## config.mk

```make
export PLATFORM = sky130hd
export DESIGN_NAME = instr_sequencer
export DESIGN_NICKNAME = d
export VERILOG_FILES = /design/src/rtl/instr_sequencer.sv
export SDC_FILE = /design/constraint.sdc
export NUM_CORES = 1
export LEC_CHECK = 0
export BUFFER_PORTS_ARGS = -buffer_cell sky130_fd_sc_hd__buf_2
export CAP_MARGIN = 0
export CELL_PAD_IN_SITES_DETAIL_PLACEMENT = 1
export CELL_PAD_IN_SITES_GLOBAL_PLACEMENT = 1
export CORE_MARGIN = 3
export CORE_UTILIZATION = 41
export CTS_CLUSTER_SIZE = 25
export DETAILED_ROUTE_END_ITERATION = 8
export GPL_TIMING_DRIVEN = 0
export PLACE_DENSITY_LB_ADDON = 0.1
export REMOVE_ABC_BUFFERS = 1
export SYNTH_ARGS = -nofsm -noshare
export SYNTH_HDL_FRONTEND = slang
export SYNTH_SLANG_ARGS = --single-unit
export TNS_END_PERCENT = 50
```

## constraint.sdc

```tcl
create_clock -name i_clk -period 2.5 [get_ports i_clk]
set_clock_uncertainty 0.2 [all_clocks]
set_input_delay 0.25 -clock i_clk [delete_from_list [all_inputs] [get_ports i_clk]]
set_output_delay 0.25 -clock i_clk [all_outputs]
set_load 0.01 [all_outputs]
```

## src/rtl/instr_sequencer.sv

```systemverilog
// rtl/instr_sequencer.sv - multi-cycle FETCH/DECODE/EXEC/MEM/WB control sequencer
//
// Owns the program counter and instruction register and steps each
// instruction through the state machine. The decoder flags are latched once
// per instruction in DECODE and then turned into single-cycle strobes.
// Data-memory accesses use a req/ack handshake guarded by a wait watchdog.
//
// Ports:
//   i_clk        system clock, rising edge
//   i_rst_n      asynchronous active-low reset
//   i_start      launch request, sampled only in IDLE/HALTED
//   i_instr      instruction ROM data (combinational from o_pc)
//   i_branch     decoder: branch
//   i_mem_read   decoder: load
//   i_mem_write  decoder: store
//   i_reg_write  decoder: register-file write
//   i_br_taken   branch condition, valid in EXEC
//   i_br_target  branch target, valid in EXEC
//   i_mem_ack    data-memory completion
//   o_pc         program counter
//   o_ir         instruction register
//   o_op         opcode field of o_ir, drives the decoder
//   o_reg_wr_en  register-file write strobe
//   o_mem_req    data-memory request (level)
//   o_mem_we     store qualifier for o_mem_req
//   o_busy       high outside IDLE and HALTED
//   o_done       one-cycle pulse on entry to HALTED
//   o_error      sticky memory-timeout flag
//   o_cycle_cnt  saturating busy-cycle counter

module instr_sequencer #(
  parameter int              PW         = 10,
  parameter int              IW         = 9,
  parameter int              OPW        = 3,
  parameter logic [IW-1:0]   HALT_INSTR = {IW{1'b1}},
  parameter int              TIMEOUT    = 15
) (
  input  logic           i_clk,
  input  logic           i_rst_n,
  input  logic           i_start,
  input  logic [IW-1:0]  i_instr,
  input  logic           i_branch,
  input  logic           i_mem_read,
  input  logic           i_mem_write,
  input  logic           i_reg_write,
  input  logic           i_br_taken,
  input  logic [PW-1:0]  i_br_target,
  input  logic           i_mem_ack,
  output logic [PW-1:0]  o_pc,
  output logic [IW-1:0]  o_ir,
  output logic [OPW-1:0] o_op,
  output logic           o_reg_wr_en,
  output logic           o_mem_req,
  output logic           o_mem_we,
  output logic           o_busy,
  output logic           o_done,
  output logic           o_error,
  output logic [15:0]    o_cycle_cnt
);

  localparam int WW = $clog2(TIMEOUT + 1);

  typedef enum logic [2:0] {
    S_IDLE,
    S_FETCH,
    S_DECODE,
    S_EXEC,
    S_MEM,
    S_WB,
    S_HALTED
  } state_t;

  state_t        r_state;
  logic [PW-1:0] r_pc;
  logic [IW-1:0] r_ir;
  logic          r_branch;
  logic          r_mem_read;
  logic          r_mem_write;
  logic          r_reg_write;
  logic [WW-1:0] r_wait;
  logic          r_done;
  logic          r_error;
  logic [15:0]   r_cycle_cnt;

  logic          w_busy;
  logic [PW-1:0] w_pc_inc;
  logic [WW-1:0] w_wait_nxt;
  logic          w_alu_exec;

  assign w_busy     = (r_state != S_IDLE) && (r_state != S_HALTED);
  assign w_pc_inc   = r_pc + PW'(1);
  assign w_wait_nxt = r_wait + WW'(1);
  // Plain ALU instruction in EXEC: neither branch nor any memory flag.
  assign w_alu_exec = (r_state == S_EXEC) && !r_branch && !r_mem_read && !r_mem_write;

  // Strobes come from state and latched flags only, so the async reset of
  // r_state drops them immediately. WB is reached only by pure loads, which
  // keeps a read+write instruction from ever asserting the write strobe.
  assign o_reg_wr_en = r_reg_write && (w_alu_exec || (r_state == S_WB));
  assign o_mem_req   = (r_state == S_MEM);
  assign o_mem_we    = o_mem_req && r_mem_write;

  assign o_pc        = r_pc;
  assign o_ir        = r_ir;
  assign o_op        = r_ir[IW-1 -: OPW];
  assign o_busy      = w_busy;
  assign o_done      = r_done;
  assign o_error     = r_error;
  assign o_cycle_cnt = r_cycle_cnt;

  always_ff @(posedge i_clk or negedge i_rst_n) begin
    if (!i_rst_n) begin
      r_state     <= S_IDLE;
      r_pc        <= '0;
      r_ir        <= '0;
      r_branch    <= 1'b0;
      r_mem_read  <= 1'b0;
      r_mem_write <= 1'b0;
      r_reg_write <= 1'b0;
      r_wait      <= '0;
      r_done      <= 1'b0;
      r_error     <= 1'b0;
      r_cycle_cnt <= '0;
    end else begin
      r_done <= 1'b0;
      if (w_busy && (r_cycle_cnt != 16'hFFFF)) begin
        r_cycle_cnt <= r_cycle_cnt + 16'd1;
      end

      case (r_state)
        S_IDLE, S_HALTED: begin
          if (i_start) begin
            r_pc        <= '0;
            r_cycle_cnt <= '0;
            r_error     <= 1'b0;
            r_state     <= S_FETCH;
          end
        end

        S_FETCH: begin
          r_ir <= i_instr;
          if (i_instr == HALT_INSTR) begin
            r_done  <= 1'b1;
            r_state <= S_HALTED;
          end else begin
            r_state <= S_DECODE;
          end
        end

        S_DECODE: begin
          r_branch    <= i_branch;
          r_mem_read  <= i_mem_read;
          r_mem_write <= i_mem_write;
          r_reg_write <= i_reg_write;
          r_state     <= S_EXEC;
        end

        S_EXEC: begin
          if (r_branch) begin
            r_pc    <= i_br_taken ? i_br_target : w_pc_inc;
            r_state <= S_FETCH;
          end else if (r_mem_read || r_mem_write) begin
            r_wait  <= '0;
            r_state <= S_MEM;
          end else begin
            r_pc    <= w_pc_inc;
            r_state <= S_FETCH;
          end
        end

        S_MEM: begin
          // An ack wins over the watchdog even on the edge it would expire.
          if (i_mem_ack) begin
            if (r_mem_write) begin
              r_pc    <= w_pc_inc;
              r_state <= S_FETCH;
            end else begin
              r_state <= S_WB;
            end
          end else begin
            r_wait <= w_wait_nxt;
            if (w_wait_nxt == WW'(TIMEOUT)) begin
              r_error <= 1'b1;
              r_done  <= 1'b1;
              r_state <= S_HALTED;
            end
          end
        end

        S_WB: begin
          r_pc    <= w_pc_inc;
          r_state <= S_FETCH;
        end

        default: r_state <= S_IDLE;
      endcase
    end
  end

endmodule

```

==> results of run 1 <==
flip-flops by register name, summed over array words and instances (netlist names), 3 cells and up:
name	flops
o_cycle_cnt	16
o_pc	10
o_ir	9
r_wait	4
r_state	3
area by class of cell:
type	count	share of cell area
multi-input cells	220	0.446
flip-flops and latches	48	0.338
repair buffers	84	0.136
well taps	96	0.0337
clock buffers	6	0.0231
inverters	12	0.0126
clock inverters	2	0.0109
through the flow:
stage                     worst slack (ps)  setup TNS, ps
after floorplan                        328              0
after global placement               -91.9           -207
final                                  151              0
after detailed placement             -67.0           -343
after global routing                  18.9              0
after CTS                             68.5              0
worst max-delay path, cell delays in order, from the launching register on:
cell	delay, ps
dfrtp_2	660
nor3b_2	120
a311oi_4	500
a21o_1	420
mux2_4	340
worst max path at each step:
stage	to	cells after the start	from	slack, ps
floorplan	o_pc[0]	4	r_state[1]	330
global route	o_cycle_cnt[5]	5	o_cycle_cnt[0]	20
CTS	o_busy	4	r_state[2]	70
detailed placement	o_cycle_cnt[4]	5	r_state[2]	-70
global placement	o_cycle_cnt[4]	5	r_state[2]	-90
finish	o_pc[0]	4	r_state[0]	150
kinds of logic after synthesis:
family	Yosys count
adder cells (fa/ha/maj)	4
AND/OR/NAND/NOR	116
buffers and inverters	29
AO/OA/AOI/OAI	73
multiplexers	23
flip-flops	48
XOR/XNOR	4
layout by cell type (no fill, tap or decap), types with 4 or more instances in the layout:
cell type	instances
buf_2	71
dfrtp_1	45
nand2_1	26
nand3_1	18
nor3_1	15
mux2_2	13
dlygate4sd3_1	13
inv_1	12
o21ai_0	10
a21oi_1	9
nor2_1	8
mux2i_1	8
a221oi_1	8
and4_1	6
clkbuf_8	6
nand2b_1	5
and3_1	5
o211ai_1	5
or3_1	5
o22ai_1	5
ha_1	4
layer usage:
layer	share of wire	routed length (um)	track usage	vias to the layer above
met5	0	0	0	-
li1	-	-	-	1279
met3	0.048	388	0.0342	5
met4	0.0076	62	0.0421	0
met1	0.47	3790	0.281	1321
met2	0.48	3900	0.334	61
power groups by stage:
stage                     combinational [mW]  sequential (mW)  clock (mW)
after floorplan                         1.12             1.47           0
after detailed placement                1.76             1.46           0
after global routing                    2.01             1.53       0.658
after CTS                               1.80             1.46       0.630
final                                   1.80             1.47       0.612
after global placement                  1.72             1.45           0
what timing repair did:
action / CTS / global route
hold buffers: 13 / 0
resized for setup: 6 / 1
endpoints found under the hold margin: 13 / 0
setup endpoints to repair: 9 / 1
==> impl_results.md, run 1 <==
* Worst-Margin Slew at 1130 ps
* Pins over their slew limit at 0
* Combinational share of power at 0.465
* # DRC at 0
* Finish-stage setup viols at 0
* Worst reg2reg path startpoint: r_state[0]
* Initial antenna violation count at 0
* Skew-Pair Late Insertion Delay at 300 ps
* Die Footprint at 8220 um2
* Ys flop type: dfrtp_1
* Fill cells at 806
* Synth Area in Compound Gates at 0.190
* Worst R2R Path Depth at 4
* Clock power share at 0.158
* CP max FO at 23
* Number of flops mapped to enable cells by yosys at 0
* Core Util, Final at 0.519
* Max capacitance violation total at 0
* Cell Area, Synth at 2940 um2
* CTS Sinks at 48
* Placed cell area at 3290 um2
* Count of final hold-check violations at 48
* FF-to-FF End: o_pc[0]
* Async set or reset register ratio after synthesis at 1.00
* Distinct cells, synth at 65
* Final Instance Count excl. Fillers at 468
* Synth area leader: dfrtp_1
* Htree depth at 2
* Switch Pwr at 1.72 mW
* Fin crit period at 2350 ps
* Most common cell in the netlist: dfrtp_1
* Mean Syn Cell Area at 9.90 um2
* Die height at 90.7 um
* Grt total ovfl at 0
* Detail Placement HPWL at 5.54 mm
* Startpoint types: flip-flop
* CP arrival at 2340 ps
* Sequential fraction of the synthesis area at 0.409
* Final Net Count at 403
* Syn Inst Count at 297
* Worst VDD drop at 0.518 mV
* Footprint of the multi-input gates at 1590 um2
* Power density over the cells at 1090 nW/um2
* Post-synthesis xor/xnor area fraction at 0.0145
* Final Wtd Congestion at 0.804
* Yosys reg bits at 48
* Ys Warns at 0
* First-pass GRT wire length at 13.9 mm
* Commonest cells post-synth: dfrtp_1, nand2_1, nand3_1, nor3_1, mux2_2
* Register area at 1200 um2
* Post-synthesis adder-cell area fraction at 0.0170
* Slew HR at 0.244
* Final period util at 0.940
* Root Buffer: clkbuf_8
* Critical Path End Type: flip-flop
* IO Port Bufs at 71
* Worst hold slack at -35.9 ps
* Width of the die at 90.7 um
* Net Sw Frac at 0.443
* Pint at 2.16 mW
* Violated checks: hold timing
* CTS tree: yes
* RSZ-0062 raised after global routing: false
* Post-route total power at 3.88 mW
* Largest cells by area after synthesis: dfrtp_1, mux2_2, nand2_1
* Simple-gate share of the synthesized area at 0.224
* Hold Crit Class: input port to async pin
* Vias per cell at 5.70
* DR WL/cell at 17.4 um
* DR vias at 2,666
* Initial core utilization at 0.428
* CP required at 2490 ps
* Final WL at 8.14 mm
* Total track usage at 0.203
* Largest net degree at the start of global routing at 49
* Clock Path Buffers at 2
* Post-DRT Antenna Nets at 0
* Worst reg-to-reg setup slack at 150 ps
* Layout cells sized above 1 at 0.304
* LEAKAGE at 1.57 nW
* Design area at 3570 um2
* Vias in the first global route at 2,747
* Placed insts at 447
* # IOs at 72
* Num rows at 30
* Critical path class: flip-flop to flip-flop
* CTS Buf Count at 5
* ANT cells at 0
* Post-CTS setup repair buffer count at 0
* Core area at 6870 um2
* Top cell type's share of synthesized area at 0.409
* Largest family of logic cells by synthesized area: simple AND/OR/NAND/NOR gates
* Fmax at 426 MHz
* Mux cell area share after synthesis at 0.0872
* Seq pwr share at 0.378
* First-pass DRT Iterations at 4
* Area growth syn-to-layout at 21.3%
* DR iter-0 viols at 117
* Status: finished with violations
* Clock transition at path regs at 100 ps
Note: power is estimated with default switching activity, not from simulation.
==> run 2, diff against run 1 <==
--- a/config.mk
+++ b/config.mk
@@ -15,7 +15,7 @@
 export DETAILED_ROUTE_END_ITERATION = 8
 export GPL_TIMING_DRIVEN = 0
 export PLACE_DENSITY_LB_ADDON = 0.1
-export REMOVE_ABC_BUFFERS = 1
+export SLEW_MARGIN = 10
 export SYNTH_ARGS = -nofsm -noshare
 export SYNTH_HDL_FRONTEND = slang
 export SYNTH_SLANG_ARGS = --single-unit
==> run 2 against run 1 <==
  * The flow now finishes without violations
  * Non-clock buffer count grew 18
  * Core utilization grew 1.6 points
  * Combinational power grew 21%
  * Critical endpoint is now o_busy
  * Largest cell class unchanged
==> impl_results.md, run 2 (synthesis gave the netlist of run 1 again) <==
* Area growth syn-to-layout at 25.1%
* Slew HR at 0.567 (+0.323)
* Fill cells at 819 (+1.6%)
* Synth Net Count at 329
* LEAKAGE at 1.64 nW (+4.5%)
* Detail Placement HPWL at 5.89 mm (+6.4%)
* Vias per cell at 5.71 (+0.16%)
* Register area at 1200 um2 (-0.31%)
* DR WL/cell at 17.3 um (-0.50%)
* Net Sw Frac at 0.433 (-0.0104)
* CTS Buf Count at 5 (unchanged)
* Switch Pwr at 1.78 mW (+3.3%)
* FF-to-FF End: o_pc[1]
* First-pass GRT wire length at 14.1 mm (+1.6%)
* CP max FO at 10 (-57%)
* Initial antenna violation count at 0 (unchanged)
* Worst-Margin Slew at 640 ps (-493 ps)
* Pint at 2.33 mW (+7.7%)
* First-pass DRT Iterations at 4 (unchanged)
* ANT cells at 0 (unchanged)
* Clock power share at 0.150 (-0.008)
* Worst reg-to-reg setup slack at 330 ps (+180 ps)
* # IOs at 72 (unchanged)
* Die Footprint at 8220 um2 (unchanged)
* Root Buffer: clkbuf_8
* Grt total ovfl at 0 (unchanged)
* Num rows at 30 (unchanged)
* Worst path cell trace: buf_6 > xor2_2 > nor2_1 > buf_2 > inv_1 > buf_2
* DR iter-0 viols at 110 (-6.0%)
* Resized cells post-CTS at 0 (-6)
* Final Net Count at 421 (+4.5%)
* Post-route total power at 4.11 mW (+5.8%)
* CTS Sinks at 48 (unchanged)
* Final setup TNS at 0 ps (unchanged)
* Worst reg2reg path startpoint: r_branch
* Crit path max-delay cell type: dfrtp_1
* Die height at 90.7 um (unchanged)
* WHS Path Cells at 3
* Delay-heaviest family, CP: buffers and inverters
* Largest net degree at the start of global routing at 49 (unchanged)
* Critical path class: flip-flop to primary output
* Core area at 6870 um2 (unchanged)
* Most used cell, CP: buf_2
* Skew-Pair Late Insertion Delay at 310 ps (about the same)
* Clock transition at path regs at 100 ps (about the same)
* Largest register FFs at 16 (unchanged)
* Commonest non-fill, non-tap cells in the layout: buf_2, dfrtp_1, nand2_1, nand3_1, nor3_1
* Final period util at 0.917 (-0.0230)
* IO Port Bufs at 71 (unchanged)
* RSZ-0062 raised after global routing: false
* Initial core utilization at 0.428 (unchanged)
* Combinational share of power at 0.528 (+0.063)
* DR vias at 2,773 (+4.0%)
* Pins over their slew limit at 0 (unchanged)
* Design area at 3680 um2 (+3.2%)
* CTS tree: yes
* CP required at 2050 ps (-440 ps)
* CP arrival at 1840 ps (-500 ps)
* Seq pwr share at 0.322 (-0.056)
* Post-DRT Antenna Nets at 0 (unchanged)
* Min-Delay Endpoint: o_pc[2]
* Finish-stage setup viols at 0 (unchanged)
* Fmax at 436 MHz (+2.5%)
* Status: completed
* Htree depth at 2 (unchanged)
* Width of the die at 90.7 um (unchanged)
* Final WL at 8.41 mm (+3.3%)
* Layout cells sized above 1 at 0.318 (+0.0142)
* Power density over the cells at 1120 nW/um2 (+2.5%)
* Footprint of the multi-input gates at 1570 um2 (-1.4%)
* Placed cell area at 3420 um2 (+3.8%)
* Vias in the first global route at 2,831 (+3.1%)
* Max capacitance violation total at 0 (unchanged)
* Worst R2R Path Depth at 5 (+1)
* Hold Crit Start: i_br_target[2]
* Startpoint types: flip-flop
* Final Wtd Congestion at 0.826 (+2.7%)
* CP peak stage delay at 420 ps (-240 ps)
* Hold Crit Class: input port to flip-flop
* Total track usage at 0.208 (+0.00427)
* Count of final hold-check violations at 0 (-100%)
* Commonest non-fill, non-tap cell in the layout: buf_2
* Buf+Inv Stages, Crit Path at 4 (+4)
* Worst VDD drop at 0.539 mV (+3.9%)
* Fin crit period at 2290 ps (-57.4 ps)
* Critical Path End Type: primary output
* Clock Path Buffers at 2 (unchanged)
* Worst hold slack at 69.2 ps (+105 ps)
* # DRC at 0 (unchanged)
[run 2: how the worst max path moves through the flow]
stage                     slack [ps]      end       start  depth (start not counted)
after floorplan                  580  o_pc[0]    r_branch                          5
after global placement           360  o_pc[1]    r_branch                          5
after detailed placement         360  o_pc[1]    r_branch                          5
after CTS                        200   o_busy  r_state[2]                          6
after global routing              60   o_busy  r_state[2]                          6
final                            210   o_busy  r_state[2]                          6
[run 2: stage by stage]
stage                util  std cells  setup slack [ps]
global placement    0.497        464               357
global route        0.536        486              63.9
detailed placement  0.497        464               364
floorplan               -        297               579
CTS                 0.534        485               196
finish              0.536        486               208
[run 2: final cells by class]
class | instances | area share
plain buffers | 17 | 0.0343
clock buffers | 6 | 0.0224
clock inverters | 2 | 0.0105
inverters | 12 | 0.0122
multi-input cells | 220 | 0.426
flip-flops and latches | 48 | 0.326
well taps | 96 | 0.0326
repair buffers | 85 | 0.135
[run 2: tightest hold or removal path: stages]
cell	delay, ps
buf_2	80
a32oi_1	50
o22ai_1	140
[run 2: power groups by stage]
stage | logic (mW) | clock network, mW | registers (mW)
6_report | 2.17 | 0.614 | 1.32
5_1_grt | 2.37 | 0.664 | 1.37
4_1_cts | 2.18 | 0.627 | 1.32
3_5_place_dp | 2.15 | 0 | 1.33
3_3_place_gp | 2.10 | 0 | 1.31
2_1_floorplan | 1.45 | 0 | 1.36
[run 2: what timing repair did]
item | CTS | global route
endpoints found under the hold margin | 13 | 48
buffers inserted | 0 | 0
hold buffers | 13 | 1
[run 2: per-layer routing]
layer | global-route usage | up-vias | part of all wire
li1 | - | 1307 | -
met1 | 0.272 | 1387 | 0.46
met2 | 0.346 | 68 | 0.48
met3 | 0.0475 | 11 | 0.047
met4 | 0.0510 | 0 | 0.011
met5 | 0 | - | 0
==> run 3, diff against run 2 <==
--- a/config.mk
+++ b/config.mk
@@ -10,7 +10,7 @@
 export CELL_PAD_IN_SITES_DETAIL_PLACEMENT = 1
 export CELL_PAD_IN_SITES_GLOBAL_PLACEMENT = 1
 export CORE_MARGIN = 3
-export CORE_UTILIZATION = 41
+export CORE_UTILIZATION = 44
 export CTS_CLUSTER_SIZE = 25
 export DETAILED_ROUTE_END_ITERATION = 8
 export GPL_TIMING_DRIVEN = 0
==> constraint.sdc (replaced) <==
create_clock -name i_clk -period 3 [get_ports i_clk]
set_clock_uncertainty 0.2 [all_clocks]
set_input_delay 0.3 -clock i_clk [delete_from_list [all_inputs] [get_ports i_clk]]
set_output_delay 0.3 -clock i_clk [all_outputs]
set_load 0.01 [all_outputs]
==> run 3 against run 2 <==
  * Register-to-register slack improved by 500 ps
  * Via count decreased by 1.8%
  * Combinational power decreased by 18%
  * Non-clock buffer count shrank 13
  * Sequential share of layout area increased by 1.8 points
  * Global-route usage is 1.1 points higher
==> impl_results.md, run 3 (synthesis gave the netlist of run 1 again) <==
* Status: completed
* Critical Path End: o_busy
* DR vias at 2,723 (-1.8%)
* Final WL at 8.11 mm (-3.6%)
* Finish-stage setup viols at 0 (unchanged)
* WP depth at 6 (unchanged)
* Final WS setup at 699 ps (+491 ps)
* Worst path cell trace: buf_6 > xor2_2 > nor2_1 > buf_2 > inv_1 > buf_2
* Post-CTS setup repair buffer count at 0 (unchanged)
* Final setup TNS at 0 ps (unchanged)
* Worst-Margin Slew at 633 ps (-7.17 ps)
* Layout cells sized above 1 at 0.324 (+0.00566)
* Synth Net Count at 329 (unchanged)
* Clock power share at 0.119 (-0.031)
* Width of the die at 87.7 um (-3.2%)
* Fin crit period at 2300 ps
* Vias per cell at 6.00 (+5.1%)
* Post-DRT Antenna Nets at 0 (unchanged)
* CP peak stage delay at 420 ps (about the same)
* Worst reg-to-reg setup slack at 830 ps (+500 ps)
* Final Instance Count excl. Fillers at 454 (-6.6%)
* IO Port Bufs at 71 (unchanged)
* Root Buffer: clkbuf_8
* Critical Path End Type: primary output
* Combinational share of power at 0.545 (+0.017)
* Clock Path Buffers at 2 (unchanged)
* Placed insts at 445 (-4.1%)
* Fmax at 435 MHz
* Startpoint types: flip-flop
* Total track usage at 0.219 (+0.0113)
* Switch Pwr at 1.46 mW (-18%)
* Final Net Count at 408 (-3.1%)
* FF-to-FF End: o_pc[1]
* CP arrival at 1800 ps (-40 ps)
* DR WL/cell at 17.9 um (+3.2%)
* ANT cells at 0 (unchanged)
* Crit path max-delay cell type: dfrtp_1
* Largest register FFs at 16 (unchanged)
* Most used cell, CP: buf_2
* First-pass DRT Iterations at 4 (unchanged)
* CTS Buf Count at 5 (unchanged)
* Net Sw Frac at 0.445 (+0.0124)
* Final period util at 0.767
* Slew HR at 0.572 (+0.00485)
* RSZ-0062 raised after global routing: false
* DR iter-0 viols at 113 (+2.7%)
* Vias in the first global route at 2,662 (-6.0%)
* Critical Path Start: r_state[2]
* First-pass GRT wire length at 13.5 mm (-4.7%)
* Fill cells at 775 (-5.4%)
* CTS Sinks at 48 (unchanged)
* Commonest non-fill, non-tap cells in the layout: buf_2, dfrtp_1, nand2_1, nand3_1, nor3_1
* Final Wtd Congestion at 0.810 (-1.9%)
* Die height at 87.7 um (-3.2%)
* # IOs at 72 (unchanged)
* Worst hold slack at 33.6 ps (-35.6 ps)
* Count of final hold-check violations at 0 (unchanged)
* Initial core utilization at 0.458 (+0.0298)
* # DRC at 0 (unchanged)
* Pint at 1.82 mW (-22%)
* Clock transition at path regs at 90 ps (about the same)
* Skew-Pair Late Insertion Delay at 300 ps (about the same)
* Detail Placement HPWL at 5.98 mm (+1.5%)
* Core area at 6420 um2 (-6.5%)
* Pins over their slew limit at 0 (unchanged)
* Worst reg2reg path startpoint: r_branch
* DP Worst Slack at 839 ps (+475 ps)
* Power density over the cells at 941 nW/um2 (-16%)
* Worst R2R Path Depth at 5 (unchanged)
* CP required at 2500 ps (+450 ps)
* Num rows at 29 (-3.3%)
* Initial antenna violation count at 0 (unchanged)
* Worst VDD drop at 0.422 mV (-22%)
* Max capacitance violation total at 0 (unchanged)
* Hold Crit Class: input port to flip-flop
* LEAKAGE at 1.57 nW (-4.5%)
* Die Footprint at 7700 um2 (-6.4%)
* Commonest non-fill, non-tap cell in the layout: buf_2
* Htree depth at 2 (unchanged)
* Delay-heaviest family, CP: buffers and inverters
* CP max FO at 10 (unchanged)
* Post-route total power at 3.28 mW (-20%)
* Largest net degree at the start of global routing at 49 (unchanged)
* Seq pwr share at 0.336 (+0.014)
* Critical path class: flip-flop to primary output
* Area growth syn-to-layout at 18.7%
* Buf+Inv Stages, Crit Path at 4 (unchanged)
* Grt total ovfl at 0 (unchanged)
* CTS tree: yes
==> run 3: cell count changes in the layout (fill, tap and decap cells not counted), sizes merged <==
cell         previous run  this run
dlygate4sd3            14         1
bufinv                  1         0
clkbuf                  8         9
==> run 3: layout make-up <==
type                    instances  area [um2]  share of cell area
plain buffers                  17         126              0.0362
clock buffers                   7        76.3              0.0219
clock inverters                 1        8.76             0.00251
inverters                      12        45.0              0.0129
multi-input cells             220        1570               0.449
flip-flops and latches         48        1200               0.344
well taps                      77        96.3              0.0276
repair buffers                 72         368               0.105
==> run 3: through the flow <==
step,util,cell area [um2]
floorplan,-,2940
global placement,0.528,3390
detailed placement,0.528,3390
CTS,0.541,3480
global route,0.543,3490
finish,0.543,3490
==> run 3: power by group through the flow <==
stage	Sequential [mW]	Clock, mW	Combinational, mW
finish	1.10	0.392	1.79
global route	1.14	0.436	1.97
CTS	1.10	0.408	1.80
global placement	1.10	0	1.74
detailed placement	1.11	0	1.79
floorplan	1.13	0	1.21
==> run 3: worst min-delay path by stage <==
stage | startpoint | endpoint | slack [ps] | depth (start not counted)
3_3_place_gp | o_error | o_error | 270 | 1
2_1_floorplan | i_rst_n | o_cycle_cnt[0] | -200 | 0
4_1_cts | i_branch | r_branch | 20 | 2
6_report | i_mem_write | r_mem_write | 30 | 2
5_1_grt | i_mem_write | r_mem_write | 20 | 2
3_5_place_dp | o_error | o_error | 280 | 1
==> run 3: routing by layer <==
| layer | wire length (um) | part of all wire | vias to the layer above | track usage |
|---|---|---|---|---|
| li1 | - | - | 1287 | - |
| met1 | 3740 | 0.46 | 1364 | 0.302 |
| met2 | 3930 | 0.48 | 67 | 0.355 |
| met3 | 394 | 0.049 | 5 | 0.0405 |
| met4 | 48 | 0.0059 | 0 | 0.0558 |
| met5 | 0 | 0 | - | 0 |
==> run 3: repair_timing <==
item / 4_1_cts / 5_1_grt
gates resized for setup: 0 / 0
hold buffers: 0 / 1
endpoints found under the hold margin: 0 / 48
